## config.mk

```make
export PLATFORM = sky130hd
export DESIGN_NAME = alu_homework
export DESIGN_NICKNAME = d
export VERILOG_FILES = /design/src/rtl/alu_homework_pkg.sv /design/src/rtl/alu_homework_addsub_core.sv /design/src/rtl/alu_homework.sv
export SDC_FILE = /design/constraint.sdc
export NUM_CORES = 1
export LEC_CHECK = 0
export CORE_ASPECT_RATIO = 0.7
export CORE_UTILIZATION = 55
export CTS_CLUSTER_SIZE = 10
export DETAILED_ROUTE_END_ITERATION = 10
export GPL_TIMING_DRIVEN = 0
export HOLD_SLACK_MARGIN = 0.1
export PLACE_DENSITY_LB_ADDON = 0.3
export REMOVE_ABC_BUFFERS = 1
export SYNTH_ARGS = -nofsm -noshare
export SYNTH_HDL_FRONTEND = slang
export SYNTH_SLANG_ARGS = --single-unit
```

## constraint.sdc

```tcl
create_clock -name clk -period 11.2 [get_ports clk]
set_input_delay 2.24 -clock clk [delete_from_list [all_inputs] [get_ports clk]]
set_output_delay 2.24 -clock clk [all_outputs]
set_load 0.03 [all_outputs]
```

## src/rtl/alu_homework_pkg.sv

```systemverilog
// ============================================================================
// Module      : alu_homework_pkg
// Description : Shared constants for alu_homework: OP class codes, data-proc
//               command codes and flag bit positions.
// Revision    : 1.0 - initial release
// ============================================================================
`default_nettype none

package alu_homework_pkg;

    localparam logic [1:0] OP_DP  = 2'd0;
    localparam logic [1:0] OP_MEM = 2'd1;
    localparam logic [1:0] OP_BR  = 2'd2;
    localparam logic [1:0] OP_MUL = 2'd3;

    localparam logic [3:0] CMD_AND = 4'd0;
    localparam logic [3:0] CMD_EOR = 4'd1;
    localparam logic [3:0] CMD_SUB = 4'd2;
    localparam logic [3:0] CMD_RSB = 4'd3;
    localparam logic [3:0] CMD_ADD = 4'd4;
    localparam logic [3:0] CMD_ADC = 4'd5;
    localparam logic [3:0] CMD_SBC = 4'd6;
    localparam logic [3:0] CMD_RSC = 4'd7;
    localparam logic [3:0] CMD_TST = 4'd8;
    localparam logic [3:0] CMD_TEQ = 4'd9;
    localparam logic [3:0] CMD_CMP = 4'd10;
    localparam logic [3:0] CMD_CMN = 4'd11;
    localparam logic [3:0] CMD_ORR = 4'd12;
    localparam logic [3:0] CMD_MOV = 4'd13;
    localparam logic [3:0] CMD_BIC = 4'd14;
    localparam logic [3:0] CMD_MVN = 4'd15;

    localparam int FLAG_N = 3;
    localparam int FLAG_Z = 2;
    localparam int FLAG_C = 1;
    localparam int FLAG_V = 0;

endpackage

`default_nettype wire

```

## src/rtl/alu_homework_addsub_core.sv

```systemverilog
// ============================================================================
// Module      : alu_homework_addsub_core
// Description : Combinational adder shared by all add/subtract paths;
//               subtraction is a + ~b + cin, so carry-out is NOT borrow.
// Revision    : 1.0 - initial release
// ============================================================================
`default_nettype none

module alu_addsub_core #(
    parameter int WIDTH = 32
) (
    input  logic [WIDTH-1:0] i_a,
    input  logic [WIDTH-1:0] i_b,
    input  logic             i_cin,
    input  logic             i_invert_b,
    output logic [WIDTH-1:0] o_sum,
    output logic             o_carry,
    output logic             o_overflow
);

    logic [WIDTH-1:0] w_b_eff;
    logic [WIDTH:0]   w_full;

    assign w_b_eff    = i_invert_b ? ~i_b : i_b;
    assign w_full     = {1'b0, i_a} + {1'b0, w_b_eff} + {{WIDTH{1'b0}}, i_cin};
    assign o_sum      = w_full[WIDTH-1:0];
    assign o_carry    = w_full[WIDTH];
    // Signed overflow: both addends share a sign that the sum does not.
    assign o_overflow = (i_a[WIDTH-1] == w_b_eff[WIDTH-1]) &&
                        (w_full[WIDTH-1] != i_a[WIDTH-1]);

endmodule

`default_nettype wire

```

## src/rtl/alu_homework.sv

```systemverilog
// ============================================================================
// Module      : alu_homework
// Description : Registered 32-bit ARM-style ALU with NZCV flags. Define
//               ALU_MUL_EN to enable the OP=3 unsigned multiply.
// Revision    : 1.0 - initial release
// ============================================================================
`default_nettype none

module alu_homework
    import alu_homework_pkg::*;
#(
    parameter int WIDTH = 32
) (
    input  logic             clk,
    input  logic             rst_n,
    input  logic [WIDTH-1:0] port_A,
    input  logic [WIDTH-1:0] port_B,
    input  logic [3:0]       cmd,
    input  logic [1:0]       OP,
    output logic [WIDTH-1:0] ALU_output,
    output logic [3:0]       ALU_Flags
);

    logic [WIDTH-1:0] r_result_q, w_result_d;
    logic [3:0]       r_flags_q, w_flags_d;

    logic [WIDTH-1:0] w_core_a, w_core_b, w_core_sum;
    logic             w_core_cin, w_core_inv, w_core_carry, w_core_ovf;
    logic             w_arith;
    logic             w_cin;

    assign w_cin = r_flags_q[FLAG_C];

    alu_addsub_core #(.WIDTH(WIDTH)) u_addsub (
        .i_a        (w_core_a),
        .i_b        (w_core_b),
        .i_cin      (w_core_cin),
        .i_invert_b (w_core_inv),
        .o_sum      (w_core_sum),
        .o_carry    (w_core_carry),
        .o_overflow (w_core_ovf)
    );

`ifdef ALU_MUL_EN
    logic [WIDTH-1:0] w_product;
    assign w_product = port_A * port_B;
`endif

    always_comb begin
        w_core_a   = port_A;
        w_core_b   = port_B;
        w_core_cin = 1'b0;
        w_core_inv = 1'b0;
        w_arith    = 1'b0;
        w_result_d = '0;

        case (OP)
            OP_DP: begin
                case (cmd)
                    CMD_AND, CMD_TST: w_result_d = port_A & port_B;
                    CMD_EOR, CMD_TEQ: w_result_d = port_A ^ port_B;
                    CMD_ORR:          w_result_d = port_A | port_B;
                    CMD_MOV:          w_result_d = port_B;
                    CMD_BIC:          w_result_d = port_A & ~port_B;
                    CMD_MVN:          w_result_d = ~port_B;
                    CMD_SUB, CMD_CMP: begin
                        w_arith    = 1'b1;
                        w_core_inv = 1'b1;
                        w_core_cin = 1'b1;
                        w_result_d = w_core_sum;
                    end
                    CMD_RSB: begin
                        w_arith    = 1'b1;
                        w_core_a   = port_B;
                        w_core_b   = port_A;
                        w_core_inv = 1'b1;
                        w_core_cin = 1'b1;
                        w_result_d = w_core_sum;
                    end
                    CMD_SBC: begin
                        w_arith    = 1'b1;
                        w_core_inv = 1'b1;
                        w_core_cin = w_cin;
                        w_result_d = w_core_sum;
                    end
                    CMD_RSC: begin
                        w_arith    = 1'b1;
                        w_core_a   = port_B;
                        w_core_b   = port_A;
                        w_core_inv = 1'b1;
                        w_core_cin = w_cin;
                        w_result_d = w_core_sum;
                    end
                    CMD_ADC: begin
                        w_arith    = 1'b1;
                        w_core_cin = w_cin;
                        w_result_d = w_core_sum;
                    end
                    default: begin
                        // ADD and CMN
                        w_arith    = 1'b1;
                        w_result_d = w_core_sum;
                    end
                endcase
            end
            OP_MEM: begin
                // cmd[3] is the U bit: up adds the offset, down subtracts it.
                w_arith    = 1'b1;
                w_core_inv = ~cmd[3];
                w_core_cin = ~cmd[3];
                w_result_d = w_core_sum;
            end
            OP_BR: begin
                w_arith    = 1'b1;
                w_result_d = w_core_sum;
            end
            default: begin
`ifdef ALU_MUL_EN
                w_result_d = w_product;
`else
                w_result_d = '0;
`endif
            end
        endcase

        w_flags_d         = 4'b0000;
        w_flags_d[FLAG_N] = w_result_d[WIDTH-1];
        w_flags_d[FLAG_Z] = (w_result_d == '0);
        w_flags_d[FLAG_C] = w_arith & w_core_carry;
        w_flags_d[FLAG_V] = w_arith & w_core_ovf;
    end

    always_ff @(posedge clk or negedge rst_n) begin
        if (!rst_n) begin
            r_result_q <= '0;
            r_flags_q  <= 4'b0000;
        end else begin
            r_result_q <= w_result_d;
            r_flags_q  <= w_flags_d;
        end
    end

    assign ALU_output = r_result_q;
    assign ALU_Flags  = r_flags_q;

endmodule

`default_nettype wire

```

# Word-level counts from Yosys, hierarchy flattened
# Cells that the tools add are included.
dict set report totals {
  output_inout_bits 36
  mem_count 0
  latchBits 0
  mem_bits_ro 0
  regBits 36
  ramBits 0
}
dict set report op_classes {
  order_cmp 0
  n_reduce_logical 12
  n_shift 0
  n_div 0
  mux 13
  eq_ne 17
  bitwise 9
  add_sub_neg 2
  multipliers 0
}
# op count
set ops {}
lappend ops {{32-bit case mux with 6 select lines} 1}
lappend ops {{32-bit 2-to-1 mux} 5}
lappend ops {{32-bit AND} 2}
lappend ops {{32-bit inverter} 2}
lappend ops {{32-bit case mux with 2 select lines} 1}
lappend ops {{32-bit by 32-bit adder with 33-bit output} 1}
lappend ops {{33-bit by 1-bit adder with 33-bit output} 1}
lappend ops {{32-bit zero test} 1}
lappend ops {{32-bit OR} 1}
lappend ops {{32-bit bitwise XOR} 1}
lappend ops {{4-bit equality test, second input constant} 7}
lappend ops {{4-bit by 3-bit equality test with 1-bit output, second input constant} 3}
lappend ops {{4-bit by 2-bit equality test with 1-bit output, second input constant} 2}
lappend ops {{1-bit case mux with 2 select lines} 4}
lappend ops {{2-bit OR reduction} 4}
lappend ops {{8-bit OR reduction} 1}
lappend ops {{3-bit OR reduction} 2}
lappend ops {{5-bit OR reduction} 1}
lappend ops {{4-bit by 1-bit equality test with 1-bit output, second input constant} 1}
lappend ops {{4-bit zero test} 1}
lappend ops {{1-bit AND} 2}
lappend ops {{2-bit by 1-bit equality test with 1-bit output, second input constant} 1}
lappend ops {{2-bit equality test, second input constant} 1}
lappend ops {{2-bit zero test} 1}
lappend ops {{other kinds (5)} 6}

# Depth between registers and ports, before layout
dict set report logic_depth {
  depth_word 11
  mapped_depth 24
  mapped_depth_nobuf 19
}

# Modules after synthesis
# Synthesis repeated with hierarchy kept, for this count alone.
dict set report unflattened {
  hier_cells 919
  hier_area_um2 6478.7
}
# mod n_inst cells_each area_per_inst_um2
set by_module_without_submodules {}
lappend by_module_without_submodules {alu_homework 1 630 4405.5}
lappend by_module_without_submodules {alu_addsub_core 1 289 2073.2}

# Least setup slack after synthesis
# OpenSTA, ideal clock, no wires.
dict set report synth_path {
  path_type {input port to flip-flop}
  from {input port cmd[0]}
  to {register r_flags_q[2], in the netlist ALU_Flags[2]}
  path_slack_ns 4.068
  stages 24
  arrival_ns 7.036
  path_buffers 7
  path_cell_list {buf_2 > buf_4 > buf_4 > buf_2 > buf_1 > nand4b_1 > clkbuf_1 > clkbuf_1 > nor2_1 > a21oi_1 > xor2_1 > fa_1 > inv_1 > fa_1 > a21o_1 > a311o_1 > and3_1 > o41a_1 > a31oi_4 > xnor2_1 > o22ai_1 > nor4b_1 > nand4b_1 > nor4_2}
}
dict set report synth_between {
  elab_chain_cells 11
}
# element line_no
set synth_lines {}
lappend synth_lines {{from (decl)} alu_homework.sv:18} ;# input logic [3:0] cmd,
lappend synth_lines {{parallel branches: the longest is 9 deep, another holds 32-bit by 32-bit adder with 33-bit output} -}
lappend synth_lines {{32-bit case mux with 2 select lines *} alu_homework.sv:57} ;# case (OP)
lappend synth_lines {{net w_result_d[24]} alu_homework.sv:24} ;# logic [WIDTH-1:0] r_result_q, w_result_d;
lappend synth_lines {{32-bit zero test *} alu_homework.sv:128} ;# w_flags_d[FLAG_Z] = (w_result_d == '0);
lappend synth_lines {{net w_flags_d[2]} alu_homework.sv:25} ;# logic [3:0] r_flags_q, w_flags_d;
lappend synth_lines {{to (signal assigned)} alu_homework.sv:139} ;# r_flags_q <= w_flags_d;
lappend synth_lines {{to (decl)} alu_homework.sv:25}
# Mark *: on every way through the listed nets, which the timed path passes.

# Worst setup path after layout
dict set report layout_path {
  from {input port cmd[3]}
  to {register r_flags_q[2], in the netlist ALU_Flags[2]}
}
# Same word-level chain as after synthesis.

==> metrics.yaml <==
drc: 0
syn_inst: 983
leakagePower_nw: 3.56
antenna_found_initial: 0
grt_max_degree: 95
die_h_um: 94.5
finalNetCount: 1186
path_clk_slew_ns: 0.06
synthesis.area_mm2: 0.00672
drv_slew: 0
area_growth_syn_to_layout_pct: 19.3
grt-ovfl-total: 0
period_needed_ns: 7.98
gp_congestion: 0.999
ir_worst_vdd_mv: 0.0749
initialDrtViolationCount: 967
drive_above_1_share_pct: 4.11
cts_tree: "done"
hold-worst-slack_ns: 1.30
timing_hold_violations_final: 0
grt_pass1_wl_mm: 35.2
post-route-period-util_pct: 71.3
start_kind: "input port"
avgSynthCellArea_um2: 6.83
synth-seq-area-share_pct: 13.0
cts_buffer_depth: 2
critPathRequiredTime_ns: 11.37
cts_sinks: 35
p_per_area_mw_per_mm2: 111
drt-total-wl_mm: 22.0
status: "finished clean"
synth_edf_count: 0
via_count: 7597
final_common_cell: "nand2_1"
utilization_pct: 67.9
holdBufCountCts: 0
critPathCaptureType: "register"
ys_seq_elements: 35
postCtsSetupBuffers: 0
relSlewSlack_pct: 6.58
avgRoutedWirePerCell_um: 18.3
layout_common_cells: "nand2_1 (120), a21oi_1 (119), clkdlybuf4s50_1 (103)"
num_rows: 33
via_per_inst: 6.31
rrSetupSlack_ns: 6.40
die_w_um: 134
first_pass_iters: 6
critPathMaxFanout: 24
fin_tns_setup_ns: 0
hold_start: "ALU_Flags[1]"
ys_warn_count: 0
postRouteAntennaNets: 0
fin_ws_ns: 3.22
worstReg2RegStart: "ALU_Flags[1]"
num_antenna_cells: 0
cp.arrival_ns: 8.15
worstMarginPinSlew_ns: 1.39
design_area_mm2: 0.00801
clk_latency_ns: 0.28
holdCritPathClass: "register to register"
grt_pass1_vias: 6724
cts_root_buffer: "clkbuf_16"
rsz0062_at_grt: "false"
coreArea_mm2: 0.0118
async_flop_share_pct: 100
setup_viol: 0
synth_cell_type_count: 81
synthFlopType: "dfrtp_1"
path_class: "input port to register"
cts_buffers: 5
dp_hpwl_mm: 16.8
post_cts_resize_count: 0
skew_ns: 0.00315
max_freq_mhz: 125
ios: 108
dpl_cell_area_mm2: 0.00784
io_buffers: 107
fp.dieArea_mm2: 0.0127
cap_viol_max_count: 0
dp_slack_ns: 3.10
grtUsageTotal_pct: 35.1
initial_core_util_pct: 56.9
h-tree-depth: 2
startpoint: "cmd[3]"
## critical path: stages
cell and delay (ns):
clkdlybuf4s50_1 0.97, nand4b_1 0.64, buf_8 0.31, a21oi_1 0.19
xor2_1 0.19, fa_1 0.21, inv_1 0.06, fa_1 0.45
a21o_1 0.24, a311o_1 0.43, and3_1 0.19, o41a_1 0.48
a31oi_4 0.26, xnor2_1 0.14, o22ai_1 0.16, nor4b_1 0.50
nand4b_1 0.18, nor4_2 0.30
## metal layers
layer	part of all wire [%]	vias to the layer above	track usage (%)
met1	47	3477	52.9
met3	12	45	7.51
met2	39	431	50.1
met4	2.1	0	7.68
met5	0	-	0
li1	-	3644	-
## path summary, 6_finish.rpt
check | endpoint | cells past startpoint
worst max-delay path | ALU_Flags[2] | 18
worst min-delay path | ALU_output[0] | 4
worst max register to register | ALU_Flags[2] | 17
worst min register to register | ALU_output[0] | 4
max in group asynchronous | ALU_output[14] | 1
min in group asynchronous | ALU_Flags[1] | 1
## cells in the mapped netlist, types with 6 or more instances
| cell | n | area (um^2) |
|---|---|---|
| nand2_1 | 120 | 450 |
| a21oi_1 | 119 | 596 |
| o21ai_0 | 87 | 435 |
| inv_1 | 85 | 319 |
| nor2_1 | 74 | 278 |
| ha_1 | 66 | 826 |
| xnor2_1 | 43 | 377 |
| dfrtp_1 | 35 | 876 |
| clkbuf_1 | 29 | 109 |
| xor2_1 | 27 | 236 |
| buf_2 | 20 | 100 |
| nor3_1 | 19 | 95.1 |
| nand3_1 | 18 | 90.1 |
| a21o_1 | 13 | 97.6 |
| o31ai_1 | 12 | 90.1 |
| o211ai_1 | 11 | 82.6 |
| nor2b_1 | 10 | 62.6 |
| o22ai_1 | 10 | 62.6 |
| a31oi_1 | 9 | 56.3 |
| and3_1 | 9 | 56.3 |
| nand2b_1 | 9 | 56.3 |
| or3_1 | 9 | 56.3 |
| mux2i_1 | 8 | 80.1 |
| nand4_1 | 7 | 43.8 |
| o221ai_1 | 7 | 61.3 |
| a221oi_1 | 6 | 52.6 |
| and2_1 | 6 | 37.5 |
| nand3b_1 | 6 | 45.0 |
## cell families (layout without fill, tap and decap cells)
logic type / Yosys count / in the layout / share of synthesized area, %
fa+ha+maj: 68 / 68 / 12.9
mux: 13 / 13 / 2.03
buf+inv: 144 / 208 / 8.66
simple gates: 311 / 311 / 21.8
compound gates: 341 / 341 / 32.2
flops: 35 / 35 / 13.0
xor+xnor: 71 / 71 / 9.37
## per-stage QoR
step	total power [mW]	instances
global placement	0.708	1188
CTS	0.876	1204
floorplan	0.517	924
finish	0.889	1204
global route	0.941	1204
detailed placement	0.712	1196
## power by group
| group | switching (mW) | leakage (nW) | internal (mW) | total [mW] |
|---|---|---|---|---|
| clock | 0.0584 | 0.0838 | 0.105 | 0.163 |
| sequential | 0.00779 | 0.454 | 0.154 | 0.162 |
| combinational | 0.340 | 3.02 | 0.223 | 0.563 |
## registers in the layout (all words and copies together), names as in the netlist
signal	count
ALU_Flags	4
ALU_output	31
## final cells by class
type                    count  area [um^2]
well taps                 157          196
flip-flops and latches     35          876
inverters                  85          319
fillers                  1098         3800
repair buffers            115         1170
multi-input cells         804         5280
clock buffers               5          125
clock inverters             3         43.8
Power figures use the tool's default switching activity.
